**src/rtl/branch_pc_unit.sv**
```systemverilog
// Program counter and next-PC selection for the single-cycle RV32I core.
// Resolves branches, traps misaligned targets, and keeps committed-branch statistics.
module branch_pc_unit #(
  parameter logic [31:0] RESET_PC = 32'h0000_0000,
  parameter logic [31:0] TRAP_VEC = 32'h0000_0100,
  parameter int unsigned CNT_W    = 32
) (
  input  logic             clk_i,
  input  logic             rst_ni,
  input  logic             instr_valid_i,
  input  logic             stall_i,
  input  logic             is_branch_i,
  input  logic             is_jal_i,
  input  logic             is_jalr_i,
  input  logic [2:0]       funct3_i,
  input  logic             br_equal_i,
  input  logic             br_less_i,
  input  logic [31:0]      target_i,
  input  logic             trap_ack_i,
  output logic             br_unsign_o,
  output logic [31:0]      pc_o,
  output logic [31:0]      pc_plus4_o,
  output logic             taken_o,
  output logic             trap_o,
  output logic [31:0]      trap_pc_o,
  output logic [31:0]      trap_tval_o,
  output logic [CNT_W-1:0] br_total_o,
  output logic [CNT_W-1:0] br_taken_o
);

  typedef enum logic {RUN, TRAP} state_t;

  state_t           state;
  logic [31:0]      pc;
  logic             trap;
  logic [31:0]      trap_pc;
  logic [31:0]      trap_tval;
  logic [CNT_W-1:0] br_total;
  logic [CNT_W-1:0] br_taken;

  logic        cond;
  logic        cond_valid;
  logic        branch_sel;
  logic        taken;
  logic [31:0] eff_target;
  logic        commit;
  logic        fault;

  // Jumps outrank branches, so a branch is only resolved/counted when it is the sole class.
  assign branch_sel = is_branch_i & ~is_jal_i & ~is_jalr_i;

  always_comb begin
    cond       = 1'b0;
    cond_valid = 1'b1;
    unique case (funct3_i)
      3'b000:          cond = br_equal_i;
      3'b001:          cond = ~br_equal_i;
      3'b100, 3'b110:  cond = br_less_i;
      3'b101, 3'b111:  cond = ~br_less_i;
      default:         cond_valid = 1'b0;
    endcase
  end

  always_comb begin
    taken = 1'b0;
    if (is_jal_i || is_jalr_i) taken = 1'b1;
    else if (is_branch_i)      taken = cond;
  end

  assign eff_target = is_jalr_i ? {target_i[31:1], 1'b0} : target_i;
  assign commit     = (state == RUN) && instr_valid_i && !stall_i;
  assign fault      = taken && (eff_target[1:0] != 2'b00);

  always_ff @(posedge clk_i or negedge rst_ni) begin
    if (!rst_ni) begin
      state     <= RUN;
      pc        <= RESET_PC;
      trap      <= 1'b0;
      trap_pc   <= '0;
      trap_tval <= '0;
      br_total  <= '0;
      br_taken  <= '0;
    end else begin
      unique case (state)
        RUN: begin
          if (commit) begin
            if (fault) begin
              state     <= TRAP;
              trap      <= 1'b1;
              trap_pc   <= pc;
              trap_tval <= eff_target;
            end else begin
              pc <= taken ? eff_target : pc + 32'd4;
              if (branch_sel && cond_valid) begin
                br_total <= br_total + CNT_W'(1);
                if (cond) br_taken <= br_taken + CNT_W'(1);
              end
            end
          end
        end
        TRAP: begin
          if (trap_ack_i) begin
            state <= RUN;
            trap  <= 1'b0;
            pc    <= TRAP_VEC;
          end
        end
        default: state <= RUN;
      endcase
    end
  end

  assign br_unsign_o = funct3_i[1];
  assign pc_o        = pc;
  assign pc_plus4_o  = pc + 32'd4;
  assign taken_o     = taken;
  assign trap_o      = trap;
  assign trap_pc_o   = trap_pc;
  assign trap_tval_o = trap_tval;
  assign br_total_o  = br_total;
  assign br_taken_o  = br_taken;

endmodule

```
**config.mk**
```make
export PLATFORM = sky130hd
export DESIGN_NAME = branch_pc_unit
export DESIGN_NICKNAME = d
export VERILOG_FILES = /design/src/rtl/branch_pc_unit.sv
export SDC_FILE = /design/constraint.sdc
export NUM_CORES = 1
export LEC_CHECK = 0
export ABC_AREA = 1
export BUFFER_PORTS_ARGS = -buffer_cell sky130_fd_sc_hd__buf_2
export CAP_MARGIN = 20
export CORE_UTILIZATION = 35
export CTS_BUF_LIST = sky130_fd_sc_hd__clkbuf_4
export CTS_CLUSTER_DIAMETER = 60
export CTS_CLUSTER_SIZE = 12
export DETAILED_ROUTE_END_ITERATION = 16
export PLACE_DENSITY = 0.54
export SLEW_MARGIN = 20
export SYNTH_ARGS = -nofsm -noshare
export SYNTH_HDL_FRONTEND = slang
export SYNTH_SLANG_ARGS = --single-unit
```
**constraint.sdc**
```tcl
create_clock -name clk_i -period 2 [get_ports clk_i]
set_input_delay 0.3 -clock clk_i [delete_from_list [all_inputs] [get_ports clk_i]]
set_output_delay 0.3 -clock clk_i [all_outputs]
set_load 0.005 [all_outputs]
```
==> results of run 1 <==
==> sequential cells by signal (all words and copies together), names as in the netlist <==
signal	count
br_taken_o	32
br_total_o	32
pc_o	32
state	1
trap_o	1
trap_pc_o	32
trap_tval_o	32
==> synthesized netlist by cell type, drive strengths merged <==
master | count | area [µm²]
buf | 30 | 164
inv | 102 | 385
xor2 | 36 | 315
nand3b | 19 | 143
dfrtp | 162 | 4050
o21ai | 51 | 255
ha | 3 | 37.5
nor3 | 14 | 81.3
clkbuf | 19 | 71.3
nand4 | 52 | 325
nand2 | 575 | 2160
xnor2 | 10 | 87.6
nor2 | 134 | 515
clkinv | 1 | 3.75
a21oi | 5 | 40.0
nor3b | 1 | 7.51
and2 | 1 | 6.26
and3 | 2 | 12.5
nand3 | 98 | 490
==> through the flow <==
step / cells / hold WS [ps] / area (µm²)
2_1_floorplan: 1315 / 4.41 / 9160
3_3_place_gp: 1895 / 288 / 11100
3_5_place_dp: 1895 / 286 / 11100
4_1_cts: 1986 / 12.3 / 12300
5_1_grt: 2005 / 6.80 / 12700
6_report: 2005 / 71.8 / 12700
==> routing by layer <==
metal | vias up | wire [µm] | track usage | share of wire
li1 | 4843 | - | - | -
met1 | 4627 | 14600 | 0.328 | 0.45
met2 | 331 | 15300 | 0.383 | 0.47
met3 | 62 | 1780 | 0.0366 | 0.054
met4 | 0 | 956 | 0.0922 | 0.029
met5 | - | 0 | 0 | 0
==> area by class of cell <==
cell class,instances,share of cell area
multi-input combinational,1001,0.390
sequential,162,0.322
timing repair buffer,376,0.197
tap,330,0.0326
inverter,103,0.0315
clock inverter,15,0.0162
clock buffer,17,0.0101
antenna,1,0.000198
==> cell families (layout without fill, tap and decap cells) <==
| group | Yosys count | in the layout |
|---|---|---|
| other | 0 | 1 |
| flip-flops | 162 | 162 |
| AND/OR/NAND/NOR | 896 | 896 |
| XOR/XNOR | 46 | 46 |
| buffers and inverters | 152 | 511 |
| adder cells (fa/ha/maj) | 3 | 3 |
| AO/OA/AOI/OAI | 56 | 56 |
==> worst max path at each step <==
stage / from / endpoint / slack, ps / cells past startpoint
2_1_floorplan: state$_DFF_PN0_ / trap_pc_o[3]$_DFFE_PN0P_ / 370 / 8
3_5_place_dp: funct3_i[2] / pc_o[23]$_DFFE_PN0P_ / 70 / 11
6_report: pc_o[7]$_DFFE_PN0P_ / pc_plus4_o[19] / -350 / 6
4_1_cts: pc_o[2]$_DFFE_PN0P_ / pc_plus4_o[28] / -340 / 9
3_3_place_gp: pc_o[4]$_DFFE_PN0P_ / pc_plus4_o[13] / 50 / 7
5_1_grt: pc_o[8]$_DFFE_PN0P_ / pc_plus4_o[19] / -470 / 6
==> worst max-delay path: cells and delay by family, from the launching register on <==
| kind | cells | cell delay (ps) |
|---|---|---|
| xor+xnor | 1 | 230 |
| buf+inv | 1 | 160 |
| flops | 1 | 450 |
| simple gates | 4 | 620 |
==> power by group through the flow <==
stage	Clock [mW]	Combinational (mW)	Sequential [mW]
2_1_floorplan	0	1.03	4.35
6_report	2.32	3.36	4.37
3_5_place_dp	0	2.58	4.39
3_3_place_gp	0	2.56	4.39
4_1_cts	2.40	3.05	4.32
5_1_grt	2.52	3.69	4.44
==> what timing repair did <==
action	4_1_cts	5_1_grt
hold buffers	33	0
buffers inserted	26	19
pin swaps	25	26
hold endpoints to repair	88	0
resized for setup	105	64
setup endpoints to repair	28	29
==> run_results.csv, run 1 <==
group,metric,value,unit
synthesis,syn_nets,1363,
synthesis,synthCells,1315,
clock_tree,clock_path_buffers,2,
placement,routabilityCongestion,0.919,
timing,fin_tns_setup,-6770,ps
clock_tree,cts_made_buffers,17,
timing,layout_setup_ws,-349,ps
critical_path,rrSetupSlack,140,ps
clock_tree,h-tree-depth,4,
timing,skew,22.3,ps
clock_tree,cts_tree,"yes",
synthesis,synth-simple-area-share,0.409,
placement,io_buffers,239,
critical_path,cp_slowest_cell,"dfrtp_2",
power,power_switching,3.64,mW
timing,clock.fmax,0.426,GHz
critical_path,cp.required,1700,ps
timing,rsz0062_at_grt,"yes",
floorplanning,rows,58,
finish,nets,1709,
route,final_antenna_net_count,0,
outcome,violations,"negative setup slack",
synthesis,synthMuxAreaShare,0,
floorplanning,ios,240,
placement,post-place-ws,69.7,ps
synthesis,synth_area,9160,µm²
synthesis,synthAdderAreaFrac,0.00410,
finish,final_cell_mix,"546 x nand2_1, 233 x buf_2, 139 x dfrtp_1",
critical_path,worstReg2RegStart,"br_total_o[0]$_DFFE_PN0P_",
critical_path,critical_path_class,"reg2out",
clock_tree,clock_latency,580,ps
placement,dp_hpwl,23.7,mm
grt,grt_pass1_vias,9211,
timing,tightest_slew,567,ps
finish,fillerInstances,2611,
power,power_density,793,nW/µm²
hold_path,hp-class,"in2reg",
floorplanning,die_width,164,µm
finish,multi_input_area,4940,µm²
finish,layout_commonest_cell,"nand2_1",
route,via_count,9863,
critical_path,path_cells,"nand2_4 > nor2_4 > nand2_2 > nor3_2 > xor2_1 > buf_2",
route,firstDrtPassIters,5,
critical_path,critPathArrivalTime,2050,ps
critical_path,crit_path_start_kind,"flop",
route,totalWireLength,32.6,mm
synthesis,synth_compound_area_frac,0.0322,
timing,slew_headroom,0.622,
hold_path,min-delay-start,"target_i[15]",
grt,antenna_found_initial,1,
grt,grt_max_degree,55,
power,pwr-share-clk,0.231,
synthesis,yosysUniqueCellTypes,30,
timing,finalCritPeriodShare,1.17,
timing,setup_viol,28,
power,power,10.0,mW
finish,final_util,0.499,
critical_path,cp-end-kind,"output pin",
clock_tree,cts_sinks,162,
synthesis,synth-seq-cells,162,
route,dr.first_iter.drc_count,715,
synthesis,yosysWarnings,0,
critical_path,critPathMaxStageDelay,450,ps
finish,area_growth,38.3,%
power,ir_drop,531,µV
route,vias_per_cell,4.92,
timing,period_needed,2350,ps
route,avgRoutedWirePerCell,16.3,µm
floorplanning,dieArea,26800,µm²
synthesis,synth_top_family_by_area,"simple AND/OR/NAND/NOR gates",
grt,overflow,0,
power,switching_share,0.362,
grt,grtUsageTotal,0.240,
critical_path,critical_path.max_fanout,6,
synthesis,synth_xor_area_frac,0.0440,
power,p_comb_frac,0.334,
synthesis,avgSynthCellArea,6.96,µm²
timing,finalHoldViolCount,0,
finish,final-seq-area,4080,µm²
timing,maxSlewViolCount,0,
power,power.internal,6.41,mW
clock_tree,clk_pin_slew,150,ps
floorplanning,coreArea,25400,µm²
clock_tree,root_buffer,"clkbuf_4",
floorplanning,start_util,0.360,
route,drc_errors,0,
critical_path,r2r-end,"br_total_o[24]$_DFFE_PN0P_",
grt,grt_pass1_wl,49.8,mm
power,power_frac_seq,0.435,
finish,drive_gt1_frac,0.297,
run,drv_cap,0,
outcome,status,"complete, but fails checks",
critical_path,rr_worst_depth,8,
synthesis,seq_area_frac_synth,0.443,
hold_path,min_delay_worst_endpoint,"trap_tval_o[15]$_DFFE_PN0P_",
hold_path,holdPathStages,3,
floorplanning,die_height,164,µm
power,leakage,6.75,nW
Power figures use the tool's default switching activity.
==> run 2, diff against run 1 <==
- CELL_PAD_IN_SITES_DETAIL_PLACEMENT: default -> 0
- CELL_PAD_IN_SITES_GLOBAL_PLACEMENT: default -> 1
- PLACE_DENSITY: 0.54 -> 0.73
==> run_results.csv, run 2 (same netlist as run 1, synthesis figures left out) <==
group,metric,value,unit
critical_path,r2r-end,"pc_o[18]$_DFFE_PN0P_",
timing,finalCritPeriodShare,1.16,
critical_path,critical_path.max_fanout,4,
grt,overflow,0,
floorplanning,die_height,164,µm
timing,period_needed,2320,ps
timing,hold_ws,75.1,ps
placement,routabilityCongestion,0.913,
clock_tree,cts_tree,"yes",
power,power_density,779,nW/µm²
critical_path,rr_worst_depth,11,
timing,layout_setup_ws,-322,ps
timing,skew,28.7,ps
critical_path,worstReg2RegStart,"pc_o[10]$_DFFE_PN0P_",
finish,final_util,0.494,
grt,grtUsageMet2,0.392,
timing,rsz0062_at_grt,"yes",
floorplanning,die_width,164,µm
grt,grt_pass1_vias,9265,
timing,tightest_slew,624,ps
clock_tree,clock_latency,560,ps
grt,met3_usage,0.0301,
timing,finalHoldViolCount,0,
grt,grt-busiest-layer,"met2",
clock_tree,cts_made_buffers,17,
power,ir_drop,420,µV
critical_path,cp-end-kind,"output pin",
route,totalWireLength,32.5,mm
placement,dp_hpwl,24.1,mm
timing,slew_headroom,0.584,
placement,io_buffers,239,
clock_tree,clock_path_buffers,2,
critical_path,cp-endpoint,"pc_plus4_o[22]",
floorplanning,ios,240,
outcome,violations,"negative setup slack",
critical_path,rrSetupSlack,150,ps
finish,area_growth,37.0,%
route,firstDrtPassIters,7,
grt,antenna_found_initial,2,
critical_path,cp-startpoint,"pc_o[9]$_DFFE_PN0P_",
route,vias_per_cell,4.89,
route,dr.first_iter.drc_count,643,
critical_path,cp.required,1700,ps
floorplanning,rows,58,
finish,drive_gt1_frac,0.285,
floorplanning,dieArea,26800,µm²
clock_tree,h-tree-depth,4,
power,leakage,6.67,nW
clock_tree,clk_pin_slew,140,ps
finish,final_cell_mix,"554 x nand2_1, 236 x buf_2, 142 x dfrtp_1",
floorplanning,coreArea,25400,µm²
hold_path,hp-class,"in2reg",
hold_path,holdPathStages,3,
route,avgRoutedWirePerCell,16.2,µm
grt,grt_max_degree,55,
outcome,status,"complete, but fails checks",
grt,grt_use_met1,0.337,
grt,grt_pass1_wl,50.6,mm
timing,clock.fmax,0.431,GHz
finish,nets,1704,
critical_path,critPathArrivalTime,2020,ps
route,drc_errors,0,
critical_path,critical_path_class,"reg2out",
run,drv_cap,0,
floorplanning,start_util,0.360,
clock_tree,root_buffer,"clkbuf_4",
timing,setup_viol,27,
timing,maxSlewViolCount,0,
grt,grtUsageTotal,0.243,
critical_path,crit_path_start_kind,"flop",
route,via_count,9770,
finish,layout_commonest_cell,"nand2_1",
clock_tree,cts_sinks,162,
route,final_antenna_net_count,0,
==> run 2: cell count changes in the layout (fill, tap and decap cells not counted), moves of 3 or more <==
cell	previous run	this run
buf_2	233	236
dfrtp_2	23	20
inv_1	88	94
buf_6	15	11
buf_4	86	81
nand2_2	19	15
nand2_1	546	554
inv_2	9	5
dfrtp_1	139	142
nand2_4	10	6
==> run 2: critical path, stage by stage (launching register included) <==
cell and delay (ps):
dfrtp_1 420, nand2_1 160, nor2_4 170, buf_6 130, nand2_2 50, nor2_2 110
nand2_2 90, xor2_1 150, inv_1 70, buf_2 130
==> run 2: where the power goes <==
group / internal, mW / leakage, nW / switching (mW) / total [mW]
Clock: 0.878 / 0.149 / 1.30 / 2.17
Sequential: 3.84 / 2.12 / 0.500 / 4.34
Combinational: 1.51 / 4.40 / 1.75 / 3.26
Total: 6.23 / 6.67 / 3.54 / 9.77
==> run 2: layout make-up <==
cell class | instances | area (µm²)
Clock buffer | 17 | 128
Timing Repair Buffer | 371 | 2450
Clock inverter | 14 | 179
Inverter | 103 | 394
Multi-Input combinational cell | 1001 | 4890
Antenna cell | 2 | 5.00
Sequential cell | 162 | 4080
Fill cell | 2642 | 12900
Tap cell | 330 | 413
==> run 2: routing by layer <==
| layer | vias up | part of all wire |
|---|---|---|
| li1 | 4825 | - |
| met1 | 4609 | 0.46 |
| met2 | 283 | 0.46 |
| met3 | 53 | 0.048 |
| met4 | 0 | 0.025 |
| met5 | - | 0 |
==> run 2: worst min path at each step <==
stage / startpoint / to / slack [ps]
global placement: rst_ni / trap_pc_o[7]$_DFFE_PN0P_ / 220
CTS: target_i[16] / trap_tval_o[16]$_DFFE_PN0P_ / 10
detailed placement: rst_ni / trap_pc_o[7]$_DFFE_PN0P_ / 220
floorplan: rst_ni / br_taken_o[0]$_DFFE_PN0P_ / 4
finish: target_i[16] / trap_tval_o[16]$_DFFE_PN0P_ / 80
global route: target_i[16] / trap_tval_o[16]$_DFFE_PN0P_ / 20
==> run 2: repair_timing <==
| action | CTS | global route |
|---|---|---|
| setup endpoints to repair | 28 | 31 |
| hold buffers | 32 | 0 |
| cloned | 0 | 0 |
| pin swaps | 8 | 20 |
| endpoints found under the hold margin | 201 | 0 |
| buffers inserted | 22 | 17 |
| gates resized for setup | 78 | 62 |
==> run 2: stage by stage <==
stage	setup TNS [ps]	cells	instance area (µm²)	setup slack, ps	power (mW)
6_report	-5780	2000	12500	-322	9.77
5_1_grt	-9400	2000	12500	-423	10.4
3_3_place_gp	-92.7	1897	11100	-47.7	6.97
4_1_cts	-8000	1982	12200	-357	9.57
2_1_floorplan	0	1315	9160	369	5.38
3_5_place_dp	-12.6	1897	11100	-12.6	7.00
==> run 3, diff against run 2 <==
- ABC_AREA: 1 -> default
- PLACE_DENSITY: 0.73 -> 0.69
==> run_results.csv, run 3 <==
group,metric,value,unit
power,power_density,743,nW/µm²
critical_path,r2r-end,"pc_o[21]$_DFFE_PN0P_",
placement,post-place-cells,1231,
placement,postPlaceCellArea,9880,µm²
power,power.internal,5.96,mW
clock_tree,clk_pin_slew,150,ps
route,vias_per_cell,5.03,
timing,rsz0062_at_grt,"yes",
synthesis,avgSynthCellArea,11.5,µm²
finish,nets,1103,
timing,hold_ws,85.8,ps
route,via_count,6766,
power,leakage,6.11,nW
synthesis,yosysMostFrequentCell,"dfrtp_1",
timing,slew_headroom,0.687,
timing,setup_viol,141,
outcome,violations,"negative setup slack",
run,drv_cap,0,
clock_tree,clock_path_buffers,2,
critical_path,critical_path_class,"reg2out",
route,firstDrtPassIters,4,
timing,fin_tns_setup,-22260,ps
finish,fillerInstances,1868,
route,final_antenna_net_count,0,
finish,layout.cells.non_filler,1345,
critical_path,critPathArrivalTime,2250,ps
timing,maxSlewViolCount,0,
floorplanning,dieArea,22300,µm²
grt,overflow,0,
clock_tree,clock_latency,570,ps
grt,grt_pass1_vias,6359,
floorplanning,die_height,149,µm
synthesis,synth_top_area_frac,0.534,
timing,period_needed,2550,ps
clock_tree,cts_tree,"yes",
grt,antenna_found_initial,2,
grt,grt_max_degree,45,
hold_path,hp-class,"in2reg",
synthesis,synth_ff_type,"dfrtp_1",
synthesis,seq_area_frac_synth,0.534,
synthesis,synth_enable_flop_cells,0,
route,drc_errors,0,
power,pwr-share-clk,0.229,
route,dr.first_iter.drc_count,329,
timing,clock.fmax,0.392,GHz
timing,finalCritPeriodShare,1.28,
grt,grt_pass1_wl,35.0,mm
placement,dp_hpwl,16.1,mm
synthesis,synthCells,659,
power,power_switching,2.79,mW
synthesis,yosysUniqueCellTypes,54,
floorplanning,start_util,0.359,
synthesis,async_flop_share,1.00,
synthesis,synth_area,7590,µm²
finish,area_growth,55.1,%
timing,tightest_slew,468,ps
critical_path,crit_path_start_kind,"flop",
synthesis,synth-seq-cells,162,
floorplanning,die_width,149,µm
floorplanning,ios,240,
placement,routabilityCongestion,0.779,
power,power,8.74,mW
clock_tree,cts_made_buffers,17,
route,totalWireLength,24.0,mm
power,ir_drop,284,µV
power,p_comb_frac,0.304,
synthesis,syn_nets,707,
critical_path,worstReg2RegStart,"state$_DFF_PN0_",
critical_path,cp.required,1700,ps
critical_path,critical_path.max_fanout,6,
critical_path,rr_worst_depth,8,
timing,finalHoldViolCount,0,
finish,fin_area,11800,µm²
power,power_frac_seq,0.468,
clock_tree,cts_sinks,162,
critical_path,cp-end-kind,"output pin",
hold_path,min_delay_worst_endpoint,"trap_tval_o[1]$_DFFE_PN0P_",
synthesis,yosysWarnings,0,
finish,drive_gt1_frac,0.523,
outcome,status,"complete, but fails checks",
synthesis,synth_top_area_cell,"dfrtp_1",
hold_path,holdPathStages,2,
finish,layout_commonest_cell,"buf_2",
power,switching_share,0.319,
clock_tree,h-tree-depth,4,
hold_path,min-delay-start,"target_i[1]",
floorplanning,coreArea,21200,µm²
critical_path,rrSetupSlack,-170,ps
clock_tree,root_buffer,"clkbuf_4",
timing,skew,29.4,ps
placement,io_buffers,239,
floorplanning,rows,53,
finish,final_cell_mix,"238 x buf_2, 162 x dfrtp_1, 92 x buf_4",
synthesis,synth_area_leaders,"dfrtp_1 53%, mux2_2 9.9%, xnor2_1 7.0%",
grt,grtUsageTotal,0.204,
synthesis,synth_commonest_cells,"162 x dfrtp_1, 67 x mux2_2, 61 x xnor2_1",
route,avgRoutedWirePerCell,17.8,µm
timing,layout_setup_ws,-552,ps
-- run 3: cell types whose count changed after synthesis, sizes merged, moves of 51 or more --
cell	change
nand3	-58
inv	-86
xnor2	+51
nor2	-113
mux2	+67
nand2	-532
-- run 3: what timing repair did --
item | CTS | global route
resized for setup | 74 | 122
setup buffers | 20 | 27
hold buffers | 32 | 0
pin swaps | 32 | 38
endpoints found under the setup margin | 143 | 98
cloned | 1 | 7
endpoints found under the hold margin | 120 | 0
-- run 3: worst max-delay path, cell delays in order (launching register included) --
cell     delay [ps]
dfrtp_1         390
nand4_1         120
buf_6           150
nor4_4          300
buf_6           180
buf_4           120
nand3_4          80
xnor2_2         190
buf_2           150
-- run 3: power groups by stage --
stage	Sequential, mW	Clock, mW	Combinational (mW)
5_1_grt	4.16	2.20	2.87
4_1_cts	4.06	2.08	2.30
3_3_place_gp	4.11	0	2.10
2_1_floorplan	4.20	0	0.807
6_report	4.09	2.00	2.66
3_5_place_dp	4.13	0	2.14
-- run 3: kinds of logic (layout without fill, tap and decap cells) --
family,count (synthesis),after routing,synth area share
and+or+nand+nor,206,206,0.148
DFF,162,162,0.534
xor gates and xnor gates,92,92,0.106
AOI/OAI and AO/OA,73,73,0.0691
muxes,71,71,0.105
buffers and inverters,52,461,0.0327
adders and majority gates,3,3,0.00495
other,0,2,0
-- run 3: how the worst max path moves through the flow --
stage	startpoint	end	slack, ps	cells after the start
2_1_floorplan	state$_DFF_PN0_	br_taken_o[18]$_DFFE_PN0P_	-330	9
3_3_place_gp	instr_valid_i	br_taken_o[26]$_DFFE_PN0P_	-250	7
3_5_place_dp	funct3_i[2]	trap_tval_o[8]$_DFFE_PN0P_	-260	7
4_1_cts	pc_o[8]$_DFFE_PN0P_	pc_plus4_o[26]	-580	7
5_1_grt	pc_o[9]$_DFFE_PN0P_	pc_plus4_o[19]	-730	8
6_report	pc_o[10]$_DFFE_PN0P_	pc_plus4_o[19]	-550	8
-- run 3: per-layer routing --
| metal | track usage | part of all wire |
|---|---|---|
| met2 | 0.327 | 0.47 |
| met5 | 0 | 0 |
| met4 | 0.0561 | 0.014 |
| met3 | 0.0560 | 0.059 |
| met1 | 0.271 | 0.46 |
-- run 3: through the flow --
step | util | worst slack [ps]
finish | 0.556 | -552
global route | 0.556 | -729
floorplan | - | -333
detailed placement | 0.467 | -263
global placement | 0.467 | -251
CTS | 0.519 | -580
-- run 3: cell type report --
type / instances / area (µm²) / share of cell area
Clock buffer: 18 / 135 / 0.0115
Tap cell: 275 / 344 / 0.0292
Timing Repair Buffer: 413 / 3000 / 0.255
Clock inverter: 14 / 144 / 0.0122
Sequential cell: 162 / 4050 / 0.345
Inverter: 16 / 60.1 / 0.00510
Multi-Input combinational cell: 445 / 4030 / 0.342
Antenna cell: 2 / 5.00 / 0.000425
